[config.mk]
export PLATFORM = sky130hd
export DESIGN_NAME = game_sequencer
export DESIGN_NICKNAME = d
export VERILOG_FILES = /design/src/rtl/game_sequencer.sv
export SDC_FILE = /design/constraint.sdc
export NUM_CORES = 1
export LEC_CHECK = 0
export CAP_MARGIN = 20
export CORE_AREA = 2 2 50 52
export CTS_CLUSTER_SIZE = 10
export DETAILED_ROUTE_END_ITERATION = 10
export DIE_AREA = 0 0 52 54
export PLACE_DENSITY = 0.8
export SLEW_MARGIN = 5
export SYNTH_ARGS = -nofsm -noshare
export SYNTH_HDL_FRONTEND = slang
export SYNTH_SLANG_ARGS = --single-unit
[constraint.sdc]
create_clock -name clk -period 3.35 [get_ports clk]
set_input_delay 1.005 -clock clk [delete_from_list [all_inputs] [get_ports clk]]
set_output_delay 1.005 -clock clk [all_outputs]
set_load 0.01 [all_outputs]
[src/rtl/game_sequencer.sv]
// Breakout play-state controller: serve/play/lost sequencing, lives tracking,
// frame-qualified ball movement enable and HUD blink phase.
module game_sequencer #(
    parameter logic [2:0] LIVES         = 3'd3,
    parameter logic [8:0] FLOOR_Y       = 9'd472,
    parameter logic [7:0] SERVE_TIMEOUT = 8'd180,
    parameter logic [7:0] PAUSE_FRAMES  = 8'd60,
    parameter int         BLINK_SHIFT   = 4
) (
    input  logic       clk,
    input  logic       nRst,
    input  logic       frame_pulse,
    input  logic       launch_btn,
    input  logic [8:0] ball_y,
    input  logic       bricks_cleared,
    output logic       do_move,
    output logic       ball_reload,
    output logic       game_start,
    output logic [2:0] lives,
    output logic [2:0] state,
    output logic       blink
);

    typedef enum logic [2:0] {
        IDLE      = 3'd0,
        SERVE     = 3'd1,
        PLAY      = 3'd2,
        LOST      = 3'd3,
        GAME_OVER = 3'd4,
        WIN       = 3'd5
    } state_t;

    state_t     st, state_nxt;
    logic [2:0] lives_nxt;
    logic       reload_nxt, start_nxt;
    logic [7:0] frame_cnt;
    logic       btn_meta, btn_sync, btn_prev;
    logic       press;

    assign state = st;
    // btn_prev only moves on frames, so one press per frame at most (debounce)
    assign press = frame_pulse & btn_sync & ~btn_prev;

    always_ff @(posedge clk or negedge nRst) begin
        if (!nRst) begin
            btn_meta <= 1'b0;
            btn_sync <= 1'b0;
        end else begin
            btn_meta <= launch_btn;
            btn_sync <= btn_meta;
        end
    end

    always_comb begin
        state_nxt  = st;
        lives_nxt  = lives;
        reload_nxt = 1'b0;
        start_nxt  = 1'b0;
        if (frame_pulse) begin
            case (st)
                IDLE: if (press) begin
                    state_nxt  = SERVE;
                    lives_nxt  = LIVES;
                    reload_nxt = 1'b1;
                    start_nxt  = 1'b1;
                end
                SERVE: if (press || (SERVE_TIMEOUT != 8'd0 && frame_cnt == SERVE_TIMEOUT - 8'd1))
                    state_nxt = PLAY;
                PLAY: begin
                    if (bricks_cleared) begin
                        state_nxt = WIN;
                    end else if (ball_y >= FLOOR_Y) begin
                        state_nxt = LOST;
                        if (lives != 3'd0) lives_nxt = lives - 3'd1;
                    end
                end
                LOST: if (frame_cnt == PAUSE_FRAMES - 8'd1) begin
                    if (lives == 3'd0) begin
                        state_nxt = GAME_OVER;
                    end else begin
                        state_nxt  = SERVE;
                        reload_nxt = 1'b1;
                    end
                end
                GAME_OVER, WIN: if (press) state_nxt = IDLE;
                default: state_nxt = IDLE;
            endcase
        end
    end

    always_ff @(posedge clk or negedge nRst) begin
        if (!nRst) begin
            st          <= IDLE;
            lives       <= LIVES;
            frame_cnt   <= 8'd0;
            blink       <= 1'b0;
            do_move     <= 1'b0;
            ball_reload <= 1'b0;
            game_start  <= 1'b0;
            btn_prev    <= 1'b0;
        end else begin
            st          <= state_nxt;
            lives       <= lives_nxt;
            ball_reload <= reload_nxt;
            game_start  <= start_nxt;
            do_move     <= (state_nxt == PLAY);
            if (frame_pulse) btn_prev <= btn_sync;
            if (state_nxt != st)
                frame_cnt <= 8'd0;
            else if (frame_pulse && frame_cnt != 8'hff)
                frame_cnt <= frame_cnt + 8'd1;
            if (state_nxt == PLAY)
                blink <= 1'b0;
            else if (frame_pulse && (&frame_cnt[BLINK_SHIFT-1:0]))
                blink <= ~blink;
        end
    end

endmodule

; ---- Word level (Yosys, flattened, before mapping)
; Index checks and enable logic that the tools add are counted.
[totals]
out_inout_bits = 10
word_cells = 68
register_bits = 21
[op_classes]
n_bitwise = 4
n_reduce_logical = 12
n_eq_ne = 14
addsub = 2
n_lt_le_gt_ge = 1
n_mux = 25
[ops]
columns = op, n
row1 = $mux W3, 12
row2 = $mux W8, 2
row3 = $pmux W3 S5, 1
row4 = $eq A3 B2 Y1 const B, 3
row5 = $ge A9 B9 Y1 const B, 1
row6 = $add A8 B1 Y8 const B, 1
row7 = $eq A8 B6 Y1 const B, 1
row8 = $eq A8 B8 Y1 const B, 1
row9 = $mux W1, 8
row10 = $ne A2 B2 Y1 const B, 4
row11 = $ne A8 B8 Y1 const B, 1
row12 = $eq A3 B3 Y1 const B, 2
row13 = $logic_not A3 Y1, 2
row14 = $pmux W3 S2, 1
row15 = $reduce_and A6 Y1, 1
row16 = $reduce_bool A2 Y1, 3
row17 = $reduce_and A4 Y1, 1
row18 = $eq A3 B1 Y1 const B, 1
row19 = $ne A3 B3 Y1, 1
row20 = $reduce_bool A3 Y1, 1
row21 = $sub A3 B1 Y3 const B, 1
row22 = $and A1 B1 Y1, 2
row23 = $logic_and A1 B1 Y1, 2
row24 = $not A1 Y1, 2
row25 = other kinds (3), 3

; ---- Longest topological paths before layout
[logic_depth]
word_depth = 8
mapped_depth = 8

; ---- Worst setup path after synthesis
; Ideal clock, no wire load.
[synth_path]
kind = input to register
from = input frame_pulse
to = register frame_cnt[0]
t_arrival_ns = 2.096
setup_ns = 0.130
stages = 7
n_path_buf = 1
required_ns = 3.220
slack_ns = 1.124
path_cell_list = buf_2 > nand3b_1 > nor4_1 > a21oi_1 > a21oi_2 > o2bb2ai_2 > nor2_1
[synth_via]
elab_chain_cells = 8
word_cells_on_any_way = 12
cone_classes = 1 x eq/ne / 6 x mux / 2 x bitwise / 3 x reduce/logical
[synth_rtl]
columns = element, line
row1 = from (decl), 12  ; input logic frame_pulse,
row2 = $and A1 B1 Y1 (2 in series), 42  ; assign press = frame_pulse & btn_sync & ~btn_prev;
row3 = $logic_or A1 B1 Y1, 67  ; SERVE: if (press || (SERVE_TIMEOUT != 8'd0 && frame_cnt == SERVE_TIMEOUT - 8'd1))
row4 = $mux W3, 67
row5 = $pmux W3 S5, 60  ; case (st)
row6 = $mux W3, 59  ; if (frame_pulse) begin
row7 = $ne A3 B3 Y1, 108  ; if (state_nxt != st)
row8 = $mux W8 or $reduce_bool A2 Y1 (tied branches), n/a
row9 = to (signal assigned), 111  ; frame_cnt <= frame_cnt + 8'd1;
row10 = to (decl), 36  ; logic [7:0] frame_cnt;
; Several ways; a longest one is shown, not always the timed one.
; A chain may end at the register's enable or synchronous reset.

; ---- Worst setup path after layout
[layout_path]
from = register st[1] (netlist: state[1])
to = output state[1]
[layout_rtl]
columns = element, line
row1 = from (decl), 33  ; state_t st, state_nxt;
row2 = from (signal assigned), 102  ; st <= state_nxt;
row3 = to (decl), 20  ; output logic [2:0] state,
; No word-level cell between the ends.

==> impl_metrics.json <==
{
  "status": "finished clean",
  "regMostFlops": "frame_cnt",
  "netlist_instances": 117,
  "p_leak_nw": 0.5695,
  "finalClockSkew_ps": 1.553,
  "grt.met1_usage_pct": 21.34,
  "reg2reg_slack_ps": 1160,
  "crit_arrival_ps": 1510,
  "die_x_um": 52,
  "timing.final.crit_share_pct": 75.04,
  "drc": 0,
  "largest_reg_flops": 8,
  "grt_pass1_wl_um": 3746,
  "rsz0062_at_grt": "false",
  "synth_seq_cells": 21,
  "slowest_delay_ps": 610,
  "ys.warnings.count": 0,
  "io_pins": 24,
  "fmax_mhz": 397.8,
  "hold_class": "reg -> reg",
  "cp-start-kind": "flip-flop",
  "cp_data_required_time_ps": 2340,
  "cts_resized": 0,
  "fp.coreArea_um2": 2320,
  "worstPathCellList": "clkdlybuf4s50_1",
  "dp_hpwl_um": 1733,
  "final_common_cell": "clkdlybuf4s50_1",
  "startpoint": "state[1]",
  "avgViaCountPerCell": 5.556,
  "clkSinkCount": 21,
  "ant_nets": 0,
  "critical_path.top_delay_family": "buffers and inverters",
  "num_vias": 939,
  "portBuffers": 20,
  "crit_cells": 1,
  "dr.pass1.iters": 4,
  "grt_max_degree": 22,
  "syn_avg_cell_area_um2": 9.785,
  "crit_type": "reg -> out",
  "dpl-instance-area_um2": 1376,
  "hp-start": "btn_meta",
  "clk_latency_ps": 300,
  "max_slew_margin_pct": 39.11,
  "rows": 18,
  "grt_util_met3_pct": 3.333,
  "peakVddDrop_v": 0.0003476,
  "crit_end": "state[1]",
  "met2_usage_pct": 33.54,
  "postRouteWirelength_um": 2255,
  "hold_buffers": 0,
  "ys_types": 40,
  "period_minus_slack_ps": 2514,
  "grtUsageTotal_pct": 18.55,
  "initial_core_util_pct": 49.35,
  "die_y_um": 54,
  "diodes": 0,
  "endpoint_kind": "output port",
  "r2r_end": "lives[0]",
  "setup-violations-final": 0,
  "timing.rr.start": "lives[0]",
  "drive_gt1_share_pct": 9.353,
  "final_max_slew_viol_count": 0,
  "grt_pass1_vias": 873,
  "critPathBufInv": 1,
  "grt_overflow_total": 0,
  "synth_area_um2": 1145,
  "pre_cts_ws_ps": 490.6,
  "setup-tns-final_ps": 0,
  "cts_setup_buffers": 0,
  "wl_per_cell_um": 13.34,
  "cts_root_buffer": "clkbuf_4",
  "antenna_found_initial": 0,
  "cts_tree": "done",
  "drv_cap": 0,
  "synth-edff-count": 0,
  "worst_pin_slew_ps": 910.5,
  "hold_violations": 0,
  "area_growth_pct": 22.62,
  "cp_slowest_cell": "clkdlybuf4s50_1",
  "ys.flop_type": "dfrtp_1",
  "setup_slack_ps": 836.0,
  "gp_congestion": 0.9114,
  "critPathMaxFanout": 13,
  "nets": 157,
  "grt_busiest_layer": "met2",
  "drt_iter0_markers": 12,
  "dieArea_um2": 2808,
  "async_flop_share_pct": 100.0,
  "cts_inserted_buffers": 3,
  "syn_nets": 134,
  "powerDensity_nw_per_um2": 596.3,
  "clk_pin_slew_worst_paths_ps": 110,
  "cts_buffer_depth": 2,
  "yosysSeqAreaShare_pct": 46.12,
  "reg2regPathDepth": 8,
  "final_cell_mix": "clkdlybuf4s50_1, dfrtp_1, nor2_1, nand2_1, inv_1",
  "htreeDepth": 1,
  "fin_area_um2": 1404
}
[report_power, final]
group / leakage, nW / internal (mW) / switching [mW] / total [mW]
sequential: 0.273 / 0.315 / 0.0664 / 0.382
combinational: 0.279 / 0.168 / 0.167 / 0.335
clock: 0.0177 / 0.0445 / 0.0759 / 0.120
total: 0.570 / 0.528 / 0.309 / 0.837
[area by class of cell]
class,instances,area [um^2]
timing repair buffer,21,207.7
tap,30,37.54
clock inverter,1,5.005
multi-input combinational,86,576.8
sequential,21,528.0
clock buffer,3,22.52
fill,211,915.9
inverter,7,26.28
[cell usage after synthesis (all sizes together) (2+ instances only)]
master	count	area share, %
a21oi	6	3.0
a221o	2	1.7
a31oi	2	1.1
buf	2	0.87
dfrtp	19	42
dfstp	2	4.6
ha	3	3.3
inv	7	2.3
nand2	11	3.6
nand3	4	1.7
nand3b	2	1.3
nand4	3	1.6
nor2	16	5.2
nor3	3	1.3
nor4	3	2.2
nor4b	2	2.8
o21a	2	1.3
o21ai	4	1.7
xnor2	4	3.1
xor2	4	3.1
[cells by family (layout without fill, tap and decap cells)]
kind of cell	Yosys count	in the layout	share of synthesized area (%)
mux	1	1	0.9835
flops	21	21	46.12
simple gates	51	51	25.79
buf+inv	10	32	3.497
fa+ha+maj	3	3	3.279
xor+xnor	8	8	6.120
compound gates	23	23	14.21
[stage by stage]
| stage | util (%) | total power [mW] | instances | hold slack, ps |
|---|---|---|---|---|
| after floorplan | - | 0.5873 | 117 | 331.2 |
| after global placement | 59.33 | 0.7036 | 165 | 331.6 |
| after detailed placement | 59.33 | 0.7273 | 165 | 348.4 |
| after global routing | 60.52 | 0.9062 | 169 | 389.7 |
| final | 60.52 | 0.8371 | 169 | 376.5 |
| after CTS | 60.52 | 0.8479 | 169 | 376.1 |
[worst min-delay path by stage]
stage / end / slack, ps / cells past startpoint
2_1_floorplan: btn_sync / 330 / 0
3_3_place_gp: btn_sync / 330 / 0
3_5_place_dp: btn_sync / 350 / 0
4_1_cts: btn_sync / 380 / 0
5_1_grt: btn_sync / 390 / 0
6_report: btn_sync / 380 / 0
[routing by layer]
layer	wire [um]	up-vias
li1	-	458
met1	920	435
met2	1122	40
met3	163	6
met4	49	0
met5	0	-
(Power assumes the default switching activity.)
